--- src/rtl/pulse_frame_gen_if.sv ---
// Command/pulse-train bundle between a command source and pulse_frame_gen.
interface pulse_frame_gen_if #(
    parameter int unsigned NCH   = 4,
    parameter int unsigned CMD_W = 8
);
    logic                   enable;
    logic [NCH*CMD_W-1:0]   cmd;
    logic                   cmd_valid;
    logic                   cmd_ready;
    logic                   pwm;
    logic                   frame_start;
    logic [3:0]             ch_idx;
    logic                   overrun;

    // Command source / observer side
    modport master (
        output enable, cmd, cmd_valid,
        input  cmd_ready, pwm, frame_start, ch_idx, overrun
    );

    // Pulse generator side
    modport slave (
        input  enable, cmd, cmd_valid,
        output cmd_ready, pwm, frame_start, ch_idx, overrun
    );
endinterface

--- src/rtl/pulse_frame_gen.sv ---
// Framed multi-channel pulse encoder: each channel sends a pulse sized by its command,
// then a fixed gap; the line idles until the frame period ends. Commands are double
// buffered and only take effect at frame start.
// Optional feature: define SLEW_LIMIT_EN to limit per-frame change of each active command.
module pulse_frame_gen #(
    parameter int unsigned NCH         = 4,
    parameter int unsigned CMD_W       = 8,
    parameter int unsigned MIN_TICKS   = 100000,
    parameter int unsigned STEP_TICKS  = 392,
    parameter int unsigned GAP_TICKS   = 110000,
    parameter int unsigned FRAME_TICKS = 1100000,
    parameter int unsigned SLEW_STEP   = 4,
    parameter int unsigned TW          = 21
) (
    input  logic             clk,
    input  logic             rst_n,
    pulse_frame_gen_if.slave bus
);

    localparam int unsigned   CHW      = 4;
    localparam logic [TW-1:0] FT_LAST  = TW'(FRAME_TICKS - 1);
    localparam logic [TW-1:0] FT_MAX   = '1;
    localparam logic [TW-1:0] GAP_LAST = TW'(GAP_TICKS - 1);
    localparam logic [TW-1:0] MIN_W    = TW'(MIN_TICKS);
    localparam logic [TW-1:0] STEP_W   = TW'(STEP_TICKS);
    localparam logic [CHW-1:0] CH_LAST = CHW'(NCH - 1);

    typedef enum logic [1:0] {
        S_IDLE,
        S_PULSE,
        S_GAP,
        S_SYNC
    } state_t;

    state_t                     state_q, state_d;
    logic [TW-1:0]              ft_q, ft_d;
    logic [TW-1:0]              cnt_q, cnt_d;
    logic [CHW-1:0]             ch_q, ch_d;
    logic                       late_q, late_d;
    logic                       pwm_q, pwm_d;
    logic                       fs_q, fs_d;
    logic                       ready_q, ready_d;
    logic                       ovr_q, ovr_d;
    logic [NCH-1:0][CMD_W-1:0]  shadow_q, shadow_d;
    logic [NCH-1:0][CMD_W-1:0]  active_q, active_d;

    logic [CMD_W-1:0]           cur_cmd;
    logic [TW-1:0]              pulse_last;
    logic                       frame_end;
    logic                       start;

`ifdef SLEW_LIMIT_EN
    // Move act toward tgt by at most SLEW_STEP, never past tgt and never wrapping
    function automatic logic [CMD_W-1:0] slew(input logic [CMD_W-1:0] act,
                                              input logic [CMD_W-1:0] tgt);
        logic [31:0] a;
        logic [31:0] t;
        logic [31:0] s;
        a = 32'(act);
        t = 32'(tgt);
        s = 32'(SLEW_STEP);
        if (t > a + s)      return CMD_W'(a + s);
        else if (a > t + s) return CMD_W'(a - s);
        else                return tgt;
    endfunction
`endif

    // Active command of the channel on the line and the last tick of its pulse
    always_comb begin
        cur_cmd = '0;
        for (int k = 0; k < NCH; k++) begin
            if (ch_q == CHW'(k)) cur_cmd = active_q[k];
        end
        pulse_last = MIN_W + TW'(cur_cmd) * STEP_W - TW'(1);
    end

    // Next-state, timers, command buffers and registered outputs
    always_comb begin
        state_d   = state_q;
        ft_d      = ft_q;
        cnt_d     = cnt_q;
        ch_d      = ch_q;
        late_d    = late_q;
        pwm_d     = pwm_q;
        fs_d      = 1'b0;
        ready_d   = 1'b1;
        ovr_d     = ovr_q;
        shadow_d  = shadow_q;
        active_d  = active_q;
        frame_end = 1'b0;
        start     = 1'b0;

        if (bus.cmd_valid && ready_q) shadow_d = bus.cmd;

        // Frame timer runs outside IDLE and saturates rather than wrapping
        if (state_q == S_IDLE)  ft_d = '0;
        else if (ft_q != FT_MAX) ft_d = ft_q + TW'(1);

        case (state_q)
            S_IDLE: begin
                if (bus.enable) start = 1'b1;
            end
            S_PULSE: begin
                if (ft_q == FT_LAST) begin
                    late_d = 1'b1;
                    ovr_d  = 1'b1;
                end
                if (cnt_q == pulse_last) begin
                    state_d = S_GAP;
                    pwm_d   = 1'b0;
                    cnt_d   = '0;
                end else begin
                    cnt_d = cnt_q + TW'(1);
                end
            end
            S_GAP: begin
                if (ft_q == FT_LAST) begin
                    late_d = 1'b1;
                    ovr_d  = 1'b1;
                end
                if (cnt_q == GAP_LAST) begin
                    cnt_d = '0;
                    if (ch_q == CH_LAST) begin
                        // A late frame skips SYNC and restarts right after the last gap
                        if (late_q || ft_q == FT_LAST) frame_end = 1'b1;
                        else                           state_d   = S_SYNC;
                    end else begin
                        state_d = S_PULSE;
                        ch_d    = ch_q + CHW'(1);
                        pwm_d   = 1'b1;
                    end
                end else begin
                    cnt_d = cnt_q + TW'(1);
                end
            end
            S_SYNC: begin
                if (ft_q == FT_LAST) frame_end = 1'b1;
            end
            default: state_d = S_IDLE;
        endcase

        if (frame_end) begin
            if (bus.enable) begin
                start = 1'b1;
            end else begin
                state_d = S_IDLE;
                ch_d    = '0;
                pwm_d   = 1'b0;
            end
        end

        // Frame start: promote shadow commands and begin channel 0
        if (start) begin
            state_d = S_PULSE;
            ft_d    = '0;
            cnt_d   = '0;
            ch_d    = '0;
            late_d  = 1'b0;
            pwm_d   = 1'b1;
            fs_d    = 1'b1;
            ready_d = 1'b0;
`ifdef SLEW_LIMIT_EN
            for (int k = 0; k < NCH; k++) begin
                active_d[k] = slew(active_q[k], shadow_q[k]);
            end
`else
            active_d = shadow_q;
`endif
        end
    end

    // State and output registers, asynchronously cleared
    always_ff @(posedge clk or negedge rst_n) begin
        if (!rst_n) begin
            state_q  <= S_IDLE;
            ft_q     <= '0;
            cnt_q    <= '0;
            ch_q     <= '0;
            late_q   <= 1'b0;
            pwm_q    <= 1'b0;
            fs_q     <= 1'b0;
            ready_q  <= 1'b1;
            ovr_q    <= 1'b0;
            shadow_q <= '0;
            active_q <= '0;
        end else begin
            state_q  <= state_d;
            ft_q     <= ft_d;
            cnt_q    <= cnt_d;
            ch_q     <= ch_d;
            late_q   <= late_d;
            pwm_q    <= pwm_d;
            fs_q     <= fs_d;
            ready_q  <= ready_d;
            ovr_q    <= ovr_d;
            shadow_q <= shadow_d;
            active_q <= active_d;
        end
    end

    assign bus.pwm         = pwm_q;
    assign bus.frame_start = fs_q;
    assign bus.ch_idx      = ch_q;
    assign bus.overrun     = ovr_q;
    assign bus.cmd_ready   = ready_q;

endmodule

--- src/flat_wrapper.sv ---
// flat-port wrapper written by rule: the top's interface ports become plain ports
module pulse_frame_gen_flat 
#(
    parameter int unsigned NCH         = 4,
    parameter int unsigned CMD_W       = 8,
    parameter int unsigned MIN_TICKS   = 100000,
    parameter int unsigned STEP_TICKS  = 392,
    parameter int unsigned GAP_TICKS   = 110000,
    parameter int unsigned FRAME_TICKS = 1100000,
    parameter int unsigned SLEW_STEP   = 4,
    parameter int unsigned TW          = 21
)
  (clk, rst_n, bus_enable, bus_cmd, bus_cmd_valid, bus_cmd_ready, bus_pwm, bus_frame_start, bus_ch_idx, bus_overrun);
  pulse_frame_gen_if #(.NCH(NCH), .CMD_W(CMD_W)) bus_i ();
  input  logic clk;
  input  logic rst_n;
  input wire logic [$bits(bus_i.enable)-1:0] bus_enable;
  input wire logic [$bits(bus_i.cmd)-1:0] bus_cmd;
  input wire logic [$bits(bus_i.cmd_valid)-1:0] bus_cmd_valid;
  output wire logic [$bits(bus_i.cmd_ready)-1:0] bus_cmd_ready;
  output wire logic [$bits(bus_i.pwm)-1:0] bus_pwm;
  output wire logic [$bits(bus_i.frame_start)-1:0] bus_frame_start;
  output wire logic [$bits(bus_i.ch_idx)-1:0] bus_ch_idx;
  output wire logic [$bits(bus_i.overrun)-1:0] bus_overrun;
  assign bus_i.enable = bus_enable;
  assign bus_i.cmd = bus_cmd;
  assign bus_i.cmd_valid = bus_cmd_valid;
  assign bus_cmd_ready = bus_i.cmd_ready;
  assign bus_pwm = bus_i.pwm;
  assign bus_frame_start = bus_i.frame_start;
  assign bus_ch_idx = bus_i.ch_idx;
  assign bus_overrun = bus_i.overrun;
  pulse_frame_gen #(.NCH(NCH), .CMD_W(CMD_W), .MIN_TICKS(MIN_TICKS), .STEP_TICKS(STEP_TICKS), .GAP_TICKS(GAP_TICKS), .FRAME_TICKS(FRAME_TICKS), .SLEW_STEP(SLEW_STEP), .TW(TW)) u_core (.clk(clk), .rst_n(rst_n), .bus(bus_i));
endmodule
--- config.mk ---
export PLATFORM = sky130hd
export DESIGN_NAME = pulse_frame_gen_flat
export DESIGN_NICKNAME = d
export VERILOG_FILES = /design/src/rtl/pulse_frame_gen_if.sv /design/src/rtl/pulse_frame_gen.sv /design/src/flat_wrapper.sv
export SDC_FILE = /design/constraint.sdc
export NUM_CORES = 1
export LEC_CHECK = 0
export CAP_MARGIN = 10
export CORE_MARGIN = 10
export CORE_UTILIZATION = 60
export CTS_CLUSTER_DIAMETER = 30
export CTS_CLUSTER_SIZE = 30
export DETAILED_ROUTE_END_ITERATION = 12
export DONT_BUFFER_PORTS = 1
export PLACE_DENSITY = 0.76
export SLEW_MARGIN = 5
export SYNTH_ARGS = -nofsm -noshare
export SYNTH_HDL_FRONTEND = slang
export SYNTH_SLANG_ARGS = --single-unit
--- constraint.sdc ---
create_clock -name clk -period 8.6 [get_ports clk]
set_clock_uncertainty 0.15 [all_clocks]
set_input_delay 0.86 -clock clk [delete_from_list [all_inputs] [get_ports clk]]
set_output_delay 0.86 -clock clk [all_outputs]
set_load 0.03 [all_outputs]
==> flow_summary.yaml, run 1 <==
status:
  status: "completed"
global_routing:
  grt.total_usage: 0.207
  grt_pass1_vias: 5717
  antenna_found_initial: 0
  overflow: 0
  grt_pass1_wl_um: 28000
  grt_max_degree: 117
clock_network:
  clk_latency_ns: 0.43
  clk_pin_slew_ns: 0.05
  cts_tree: "built"
  clk_path_buf_depth: 2
  postCtsSetupRepairBufs: 0
  cts_resized: 0
  cts_root_buf: "clkbuf_16"
  h-tree-depth: 4
  clock_sinks: 117
  cts_inserted_buffers: 17
  hold_buffers: 1
floorplanning:
  initial_core_util: 0.623
  core_mm2: 0.0116
  die_h_um: 130
  dieArea_mm2: 0.0168
  rows: 39
  die_x_um: 130
  io_pins: 44
setup_path:
  worst-r2r-cell-count: 24
  path_max_fanout: 15
  cp-end-kind: "flop"
  cp.required_ns: 8.75
  crit_path_start_kind: "flop"
  reg2reg_slack_ns: 1.39
  critPathKind: "flop to flop"
  r2r_start: "u_core.bus.ch_idx[0]$_DFF_PN0_"
  arrival_ns: 7.36
  startpoint: "u_core.bus.ch_idx[0]$_DFF_PN0_"
  r2r-end: "u_core.bus.pwm$_DFF_PN0_"
flow_run:
  drv_cap: 0
timing:
  setup_slack_ns: 1.39
  rsz0062_at_grt: "false"
  hold_violations: 0
  drv_slew: 0
  whs_ns: 0.126
  worst_pin_slew_ns: 0.764
  fmax_ghz: 0.139
  period_share: 0.839
  setup_viol: 0
  relSlewSlack: 0.490
  finalCriticalPeriod_ns: 7.21
  fin_tns_setup_ns: 0
routing:
  wirelength_um: 16500
  avgRoutedWirePerCell_um: 17.4
  num_vias: 5801
  drc: 0
  first_iter_violations: 490
  ant_nets: 0
  drtPass1Iterations: 5
  via_per_inst: 6.11
logic_synthesis:
  synth_xor_area_frac: 0.0736
  synth-seq-cells: 117
  synth_area_mm2: 0.00721
  synth_mux_area_frac: 0.0514
  synth.distinct_cells: 70
  synth-compound-area-share: 0.137
  ys_warn_count: 0
  yosys_most_used_dff: "dfrtp_1"
  netlist_instances: 796
  synth.avg_cell_area_um2: 9.05
  synthesis.nets: 876
  synth_edf_count: 0
  synth_adder_area_share: 0.0795
  synth-simple-area-share: 0.220
  synth_top_family_by_area: "simple AND/OR/NAND/NOR gates"
  ys_seq_area_frac: 0.406
  async_flop_share: 1.00
placement:
  dp_hpwl_um: 11700
  gp_congestion: 0.923
  portBuffers: 0
  dp_slack_ns: 1.60
  post_dp_cell_area_mm2: 0.00730
cells_and_area:
  final_area_mm2: 0.00792
  fillCellCount: 882
  multi_input_area_mm2: 0.00404
  diodes: 0
  area_delta_synth_final_pct: 9.86
  layout_commonest_cell: "nand2_1"
  final_nets: 873
  drive_gt1_frac: 0.102
  seq_area_mm2: 0.00293
  mostFrequentLayoutCells: "150 x nand2_1, 116 x dfrtp_1, 70 x nor2_1, 41 x ha_1, 34 x o21ai_0"
worst_hold_path:
  hold_class: "input port to asynchronous set/reset pin"
## sequential cells by signal (all words and copies together), names as in the netlist
register	flops
u_core.ft_q	21
u_core.bus.ch_idx	4
u_core.active_q	32
u_core.bus.cmd_ready	1
u_core.bus.frame_start	1
u_core.cnt_q	21
u_core.shadow_q	32
u_core.bus.pwm	1
u_core.state_q	2
u_core.bus.overrun	1
u_core.late_q	1
## critical path, stage by stage (launching register included)
cell and delay [ns]:
dfrtp_1 0.61, inv_1 0.18, ha_1 0.40, a21oi_1 0.19, o21ai_1 0.10, a32oi_2 0.40
inv_2 0.17, ha_1 0.34, fa_1 0.50, inv_1 0.04, ha_1 0.27, ha_1 0.20
inv_1 0.07, fa_1 0.43, nand2b_1 0.17, a21oi_1 0.26, xnor2_1 0.21, xnor2_1 0.37
o2111ai_1 0.23, nor4_1 0.55, xor2_1 0.13, nor3_1 0.36, and3_1 0.29, o21ai_0 0.11
a311o_1 0.33
## kinds of logic (layout without fill, tap and decap cells)
family / Yosys count / count (layout)
multiplexers: 33 / 33
AO/OA/AOI/OAI: 142 / 142
XOR/XNOR: 59 / 59
adder cells (fa/ha/maj): 44 / 44
buffers and inverters: 61 / 71
flip-flops: 117 / 117
AND/OR/NAND/NOR: 340 / 340
## layout make-up
type | instances | area share
Clock buffer | 23 | 0.0591
Inverter | 34 | 0.0161
Timing Repair Buffer | 5 | 0.00822
Clock inverter | 9 | 0.0133
Tap cell | 143 | 0.0226
Multi-Input combinational cell | 618 | 0.511
Sequential cell | 117 | 0.370
## how the worst max path moves through the flow
stage,endpoint,slack [ns],depth (start not counted)
2_1_floorplan,u_core.cnt_q[17]$_DFFE_PN0P_,2.42,23
3_3_place_gp,u_core.cnt_q[17]$_DFFE_PN0P_,1.78,23
3_5_place_dp,u_core.bus.pwm$_DFF_PN0_,1.60,24
4_1_cts,u_core.bus.pwm$_DFF_PN0_,1.54,24
5_1_grt,u_core.cnt_q[6]$_DFFE_PN0P_,0.95,21
6_report,u_core.bus.pwm$_DFF_PN0_,1.39,24
## stage by stage
| step | utilization | instances |
|---|---|---|
| 2_1_floorplan | - | 796 |
| 4_1_cts | 0.683 | 948 |
| 5_1_grt | 0.685 | 949 |
| 3_5_place_dp | 0.631 | 915 |
| 6_report | 0.685 | 949 |
| 3_3_place_gp | 0.631 | 915 |
## routing by layer
metal | vias up | GRT usage | share of wire
met4 | 0 | 0.0602 | 0.012
met1 | 2818 | 0.265 | 0.44
met5 | - | 0 | 0
li1 | 2787 | - | -
met2 | 177 | 0.335 | 0.48
met3 | 19 | 0.0616 | 0.066
## synthesized netlist by cell type (all sizes together) (4+ instances only)
cell type	count	share of area
nor2b	8	0.0069
o21ai	42	0.029
nor4b	7	0.0094
clkbuf	14	0.0073
nand3	22	0.015
o32ai	4	0.0049
ha	41	0.071
buf	13	0.0075
inv	33	0.017
nand2	150	0.078
or3	5	0.0043
mux2	32	0.050
xnor2	32	0.039
or2	5	0.0043
nor2	71	0.037
and2	6	0.0056
dfrtp	116	0.40
o31ai	6	0.0082
nor4	5	0.0043
a211oi	8	0.0090
o211ai	12	0.014
a311oi	4	0.0049
nand4	11	0.0095
nor3	15	0.010
nand2b	9	0.0078
a21oi	31	0.022
xor2	26	0.032
and3	12	0.010
Power of run 1 is not shown: default switching activity piles up to over one toggle a cycle in this logic, so the estimate is an artifact.
==> inputs of run 2 (changes only) <==
--- a/config.mk
+++ b/config.mk
@@ -5,9 +5,10 @@
 export SDC_FILE = /design/constraint.sdc
 export NUM_CORES = 1
 export LEC_CHECK = 0
+export ABC_AREA = 1
 export CAP_MARGIN = 10
 export CORE_MARGIN = 10
-export CORE_UTILIZATION = 60
+export CORE_UTILIZATION = 58
 export CTS_CLUSTER_DIAMETER = 30
 export CTS_CLUSTER_SIZE = 30
 export DETAILED_ROUTE_END_ITERATION = 12
==> constraint.sdc (replaced) <==
create_clock -name clk -period 5.9 [get_ports clk]
set_clock_uncertainty 0.15 [all_clocks]
set_input_delay 0.59 -clock clk [delete_from_list [all_inputs] [get_ports clk]]
set_output_delay 0.59 -clock clk [all_outputs]
set_load 0.03 [all_outputs]
==> run 2 against run 1 <==
Net effect: the flow now finishes with violations (hold timing); die area rose by 5.9%; global-route usage fell by 0.83 points; via count rose by 12%; sequential share of layout area fell by 2.1 points; hold slack got worse by 0.15 ns; first-iteration DRC count rose by 18%; count of clock-buffer cells in the layout fell by 5; utilization fell by 1.9 points; fmax rose by 28%; wire length rose by 4.3%; worst setup slack got worse by 1.1 ns; design area rose by 6.1%; critical path type unchanged.
==> flow_summary.yaml, run 2 <==
cells_and_area:
  diodes: 0
  area_delta_synth_final_pct: 12.7
  drive_gt1_frac: 0.123
  final_nets: 1065
  mostFrequentLayoutCells: "246 x nand2_1, 120 x inv_1, 115 x dfrtp_1, 75 x nand3_1, 73 x nor2_1"
  largestRegisters: "u_core.active_q: 32 flops, u_core.shadow_q: 32 flops"
  final_area_mm2: 0.00840
  layout_commonest_cell: "nand2_1"
setup_path:
  path_max_fanout: 8
  slowest_stage: "fa_1"
  critPathKind: "flop to flop"
  crit_path_start_kind: "flop"
  cp-end-kind: "flop"
  cp_common_cell: "nand2_1"
  cp.required_ns: 6.03
  crit_path_max_incr_delay_ns: 0.53
  arrival_ns: 5.76
floorplanning:
  rows: 41
  core_mm2: 0.0126
  die_h_um: 133
  initial_core_util: 0.591
  io_pins: 44
  die_x_um: 133
  dieArea_mm2: 0.0178
logic_synthesis:
  synth.distinct_cells: 51
  async_flop_share: 1.00
  synth-seq-cells: 117
  synthesis.nets: 1047
  synth_area_leaders: "dfrtp_1 39%, nand2_1 12%, ha_1 6.9%"
  netlist_instances: 967
  synth_area_mm2: 0.00746
  synth.avg_cell_area_um2: 7.71
  synth_edf_count: 0
  yosysTopAreaCell: "dfrtp_1"
  ys_seq_area_frac: 0.393
  yosysMostFrequentCell: "nand2_1"
  ys_warn_count: 0
  netlist_top_cells_count: "247 x nand2_1, 120 x inv_1, 116 x dfrtp_1"
  yosys_most_used_dff: "dfrtp_1"
  synth_top_area_frac: 0.389
timing:
  period_share: 0.954
  fmax_ghz: 0.178
  setup_viol: 0
  relSlewSlack: 0.520
  drv_slew: 0
  finalCriticalPeriod_ns: 5.63
  worst_pin_slew_ns: 0.717
  whs_ns: -0.0267
  hold_violations: 41
placement:
  dp_hpwl_um: 12400
  gp_congestion: 0.916
  post_dp_cell_area_mm2: 0.00763
  portBuffers: 0
global_routing:
  grt_pass1_wl_um: 29700
  antenna_found_initial: 0
  grt.total_usage: 0.199
  overflow: 0
  grt_max_degree: 118
  grt_pass1_vias: 6244
clock_network:
  clock_sinks: 117
  cts_tree: "built"
  clk_path_buf_depth: 2
  cts_root_buf: "clkbuf_16"
  h-tree-depth: 4
  clk_pin_slew_ns: 0.06
  cts_inserted_buffers: 17
  clk_latency_ns: 0.42
routing:
  ant_nets: 0
  num_vias: 6478
  wirelength_um: 17200
  via_per_inst: 5.54
  drtPass1Iterations: 5
  avgRoutedWirePerCell_um: 14.7
  first_iter_violations: 578
  drc: 0
worst_hold_path:
  hold_class: "input port to asynchronous set/reset pin"
flow_run:
  drv_cap: 0
status:
  violations: "hold timing"
  status: "complete, but fails checks"
==> run 2: cell types whose count changed after synthesis, moves of 12 or more <==
cell | before | now
nand2_1 | 150 | 247
a21oi_1 | 31 | 47
nand3_1 | 22 | 77
o21ai_0 | 34 | 46
mux2_2 | 32 | 19
inv_1 | 32 | 120
xnor2_1 | 32 | 3
==> run 2: layer usage <==
metal	global-route usage	part of all wire
met1	0.257	0.46
met2	0.313	0.46
met4	0.0895	0.029
met5	0	0
met3	0.0444	0.050
==> run 2: per-stage QoR <==
| stage | hold slack [ns] | TNS, ns | worst slack (ns) | utilization | std cells |
|---|---|---|---|---|---|
| after CTS | 0.00313 | 0 | 0.0857 | 0.652 | 1161 |
| after detailed placement | 0.149 | 0 | 0.111 | 0.605 | 1128 |
| final | -0.0267 | 0 | 0.273 | 0.666 | 1170 |
| after global placement | 0.148 | 0 | 0.358 | 0.605 | 1128 |
| after floorplan | 0.144 | 0 | 0.501 | - | 967 |
| after global routing | 0.0170 | -0.851 | -0.0692 | 0.666 | 1170 |
==> run 2: cell families (layout without fill, tap and decap cells) <==
logic type      after synthesis  after routing  synth area share
fa+ha+maj                    44             44            0.0768
buf+inv                     148            178            0.0789
flops                       117            117             0.393
mux                          19             19            0.0287
compound gates              129            129             0.101
xor+xnor                     28             28            0.0329
simple gates                482            483             0.289
==> run 2: area by class of cell <==
| type | count | area, um2 |
|---|---|---|
| inverter | 128 | 482 |
| sequential | 117 | 2930 |
| tap | 172 | 215 |
| clock buffer | 18 | 429 |
| timing repair buffer | 18 | 155 |
| fill | 1063 | 4220 |
| clock inverter | 14 | 144 |
| multi-input combinational | 703 | 4050 |
==> run 2: what timing repair did <==
action / CTS / global route
hold endpoints to repair: 117 / 0
gates resized for setup: 0 / 21
hold buffers: 1 / 0
endpoints found under the setup margin: 0 / 20
buffers inserted: 0 / 8
==> run 2: critical path, delay by kind of cell, from the launching register on <==
| kind | cells | cell delay (ns) |
|---|---|---|
| AO/OA/AOI/OAI | 1 | 0.09 |
| adder cells (fa/ha/maj) | 6 | 1.90 |
| buffers and inverters | 5 | 0.41 |
| flip-flops | 1 | 0.43 |
| AND/OR/NAND/NOR | 21 | 2.50 |
==> run 2: worst paths after layout <==
kind / startpoint / end / slack [ns] / cells after the start
max in group asynchronous: rst_n / u_core.bus.ch_idx[0]$_DFF_PN0_ / 5.20 / 1
worst min register to register: u_core.shadow_q[29]$_DFFE_PN0P_ / u_core.active_q[29]$_DFFE_PN0N_ / 0.31 / 2
worst max-delay path: u_core.bus.ch_idx[1]$_DFF_PN0_ / u_core.cnt_q[4]$_DFFE_PN0P_ / 0.27 / 33
worst max register to register: u_core.bus.ch_idx[1]$_DFF_PN0_ / u_core.cnt_q[4]$_DFFE_PN0P_ / 0.27 / 33
min in group clk: bus_cmd[21] / u_core.shadow_q[21]$_DFFE_PN0P_ / 0.17 / 1
worst min-delay path: rst_n / u_core.ft_q[17]$_DFFE_PN0P_ / -0.03 / 1
Power of run 2 is left out for the same reason.
==> inputs of run 3 (changes only) <==
--- a/config.mk
+++ b/config.mk
@@ -8,11 +8,12 @@
 export ABC_AREA = 1
 export CAP_MARGIN = 10
 export CORE_MARGIN = 10
-export CORE_UTILIZATION = 58
+export CORE_UTILIZATION = 60
 export CTS_CLUSTER_DIAMETER = 30
 export CTS_CLUSTER_SIZE = 30
 export DETAILED_ROUTE_END_ITERATION = 12
 export DONT_BUFFER_PORTS = 1
+export HOLD_SLACK_MARGIN = 0.1
 export PLACE_DENSITY = 0.76
 export SLEW_MARGIN = 5
 export SYNTH_ARGS = -nofsm -noshare
==> constraint.sdc (replaced) <==
create_clock -name clk -period 7.2 [get_ports clk]
set_clock_uncertainty 0.15 [all_clocks]
set_input_delay 0.72 -clock clk [delete_from_list [all_inputs] [get_ports clk]]
set_output_delay 0.72 -clock clk [all_outputs]
set_load 0.03 [all_outputs]
==> run 3 against run 2 <==
Net effect: the flow now finishes without violations; count of clock-buffer cells in the layout increased by 2; fmax decreased by 7.1%; critical path depth decreased by 4; first-iteration DRC count decreased by 2.1%; worst setup slack improved by 0.87 ns; sequential cell count unchanged; design area decreased by 2.7%; final cell count decreased by 1.7%; hold slack improved by 0.11 ns; register-to-register slack improved by 0.87 ns; non-clock buffer count decreased by 15; die area decreased by 2.8%; critical endpoint is now u_core.cnt_q[5]$_DFFE_PN0P_.
==> flow_summary.yaml, run 3 (synthesized netlist as in run 2, its figures left out) <==
routing:
  ant_nets: 0
  wirelength_um: 16700
  avgRoutedWirePerCell_um: 14.5
  first_iter_violations: 566
  drc: 0
  via_per_inst: 5.48
  num_vias: 6307
  drtPass1Iterations: 7
timing:
  setup_viol: 0
  fin_tns_setup_ns: 0
  fmax_ghz: 0.165
  finalCriticalPeriod_ns: 6.05
  whs_ns: 0.0823
  worst_pin_slew_ns: 0.793
  drv_slew: 0
  hold_violations: 0
  relSlewSlack: 0.470
  rsz0062_at_grt: "false"
  period_share: 0.841
setup_path:
  crit_path_start_kind: "flop"
  critPathKind: "flop to flop"
  path_max_fanout: 16
  cp-end-kind: "flop"
  worst-r2r-cell-count: 29
  slowest_stage: "dfrtp_1"
  cp.required_ns: 7.34
  arrival_ns: 6.20
  cp.depth: 29
  critPathTopFamily: "simple AND/OR/NAND/NOR gates"
  crit_path_max_incr_delay_ns: 0.59
  path_buf_inv: 6
global_routing:
  grt_max_degree: 118
  grt.total_usage: 0.195
  antenna_found_initial: 0
  overflow: 0
  grt_pass1_wl_um: 28300
  grt_pass1_vias: 6001
cells_and_area:
  drive_gt1_frac: 0.0957
  diodes: 0
  final_nets: 1049
  fillCellCount: 1029
  area_delta_synth_final_pct: 9.70
  layout_commonest_cell: "nand2_1"
  final_area_mm2: 0.00818
  mostFrequentLayoutCells: "247 x nand2_1, 120 x inv_1, 116 x dfrtp_1, 77 x nor2_1, 77 x nand3_1"
  largestRegisters: "u_core.active_q: 32 flops, u_core.shadow_q: 32 flops"
floorplanning:
  initial_core_util: 0.616
  io_pins: 44
  core_mm2: 0.0121
  rows: 40
  dieArea_mm2: 0.0173
  die_h_um: 131
  die_x_um: 131
clock_network:
  h-tree-depth: 4
  clk_path_buf_depth: 2
  clk_latency_ns: 0.43
  clock_sinks: 117
  postCtsSetupRepairBufs: 0
  cts_inserted_buffers: 17
  cts_root_buf: "clkbuf_16"
  clk_pin_slew_ns: 0.06
  cts_tree: "built"
placement:
  dp_hpwl_um: 12400
  post_dp_cell_area_mm2: 0.00758
  portBuffers: 0
  gp_congestion: 0.902
status:
  status: "completed"
worst_hold_path:
  hold_class: "input port to asynchronous set/reset pin"
flow_run:
  drv_cap: 0
-- run 3: cell types whose count changed in the layout (fill, tap and decap cells not counted), sizes merged, moves of 2 or more --
| cell | previous run | this run |
|---|---|---|
| buf | 18 | 3 |
| clkbuf | 18 | 20 |
| inv | 133 | 128 |
| clkinvlp | 4 | 2 |
| clkinv | 4 | 8 |
-- run 3: worst register-to-register path: cells and delay by family, from the launching register on --
kind	cells	cell delay [ns]
flops	1	0.59
simple gates	14	1.96
fa+ha+maj	5	1.74
xor+xnor	1	0.34
compound gates	3	0.57
buf+inv	6	0.60
-- run 3: layer usage --
layer / share of wire / vias up / GRT usage
met5: 0 / - / 0
li1: - / 3182 / -
met4: 0.021 / 0 / 0.0711
met1: 0.46 / 2942 / 0.248
met2: 0.47 / 154 / 0.317
met3: 0.045 / 29 / 0.0454
-- run 3: what timing repair did --
| action | CTS | global route |
|---|---|---|
| gates resized for setup | 0 | 0 |
| hold buffers | 1 | 0 |
| setup endpoints to repair | 0 | 0 |
| hold endpoints to repair | 117 | 0 |
-- run 3: worst paths after layout --
check | startpoint | endpoint | slack (ns)
max in group asynchronous | rst_n | u_core.bus.cmd_ready$_DFF_PN1_ | 6.37
hold / removal | rst_n | u_core.ft_q[14]$_DFFE_PN0P_ | 0.08
setup reg to reg | u_core.bus.ch_idx[1]$_DFF_PN0_ | u_core.cnt_q[5]$_DFFE_PN0P_ | 1.15
min in group clk | bus_cmd[24] | u_core.shadow_q[24]$_DFFE_PN0P_ | 0.29
hold reg to reg | u_core.shadow_q[21]$_DFFE_PN0P_ | u_core.active_q[21]$_DFFE_PN0N_ | 0.31
setup / recovery | u_core.bus.ch_idx[1]$_DFF_PN0_ | u_core.cnt_q[5]$_DFFE_PN0P_ | 1.15
-- run 3: cell type report --
cell class | instances | area (um2) | share of cell area
Timing Repair Buffer | 3 | 42.5 | 0.00520
Sequential cell | 117 | 2930 | 0.358
Clock buffer | 20 | 447 | 0.0546
Multi-Input combinational cell | 702 | 3940 | 0.482
Inverter | 128 | 482 | 0.0589
Tap cell | 168 | 210 | 0.0257
Clock inverter | 12 | 130 | 0.0159
-- run 3: metrics by stage --
step / cells / setup WS [ns] / utilization
after floorplan: 967 / 1.80 / -
after global placement: 1117 / 1.40 / 0.626
after detailed placement: 1117 / 1.16 / 0.626
after CTS: 1150 / 1.16 / 0.675
after global routing: 1150 / 0.530 / 0.675
final: 1150 / 1.15 / 0.675
Power of run 3 is left out for the same reason.
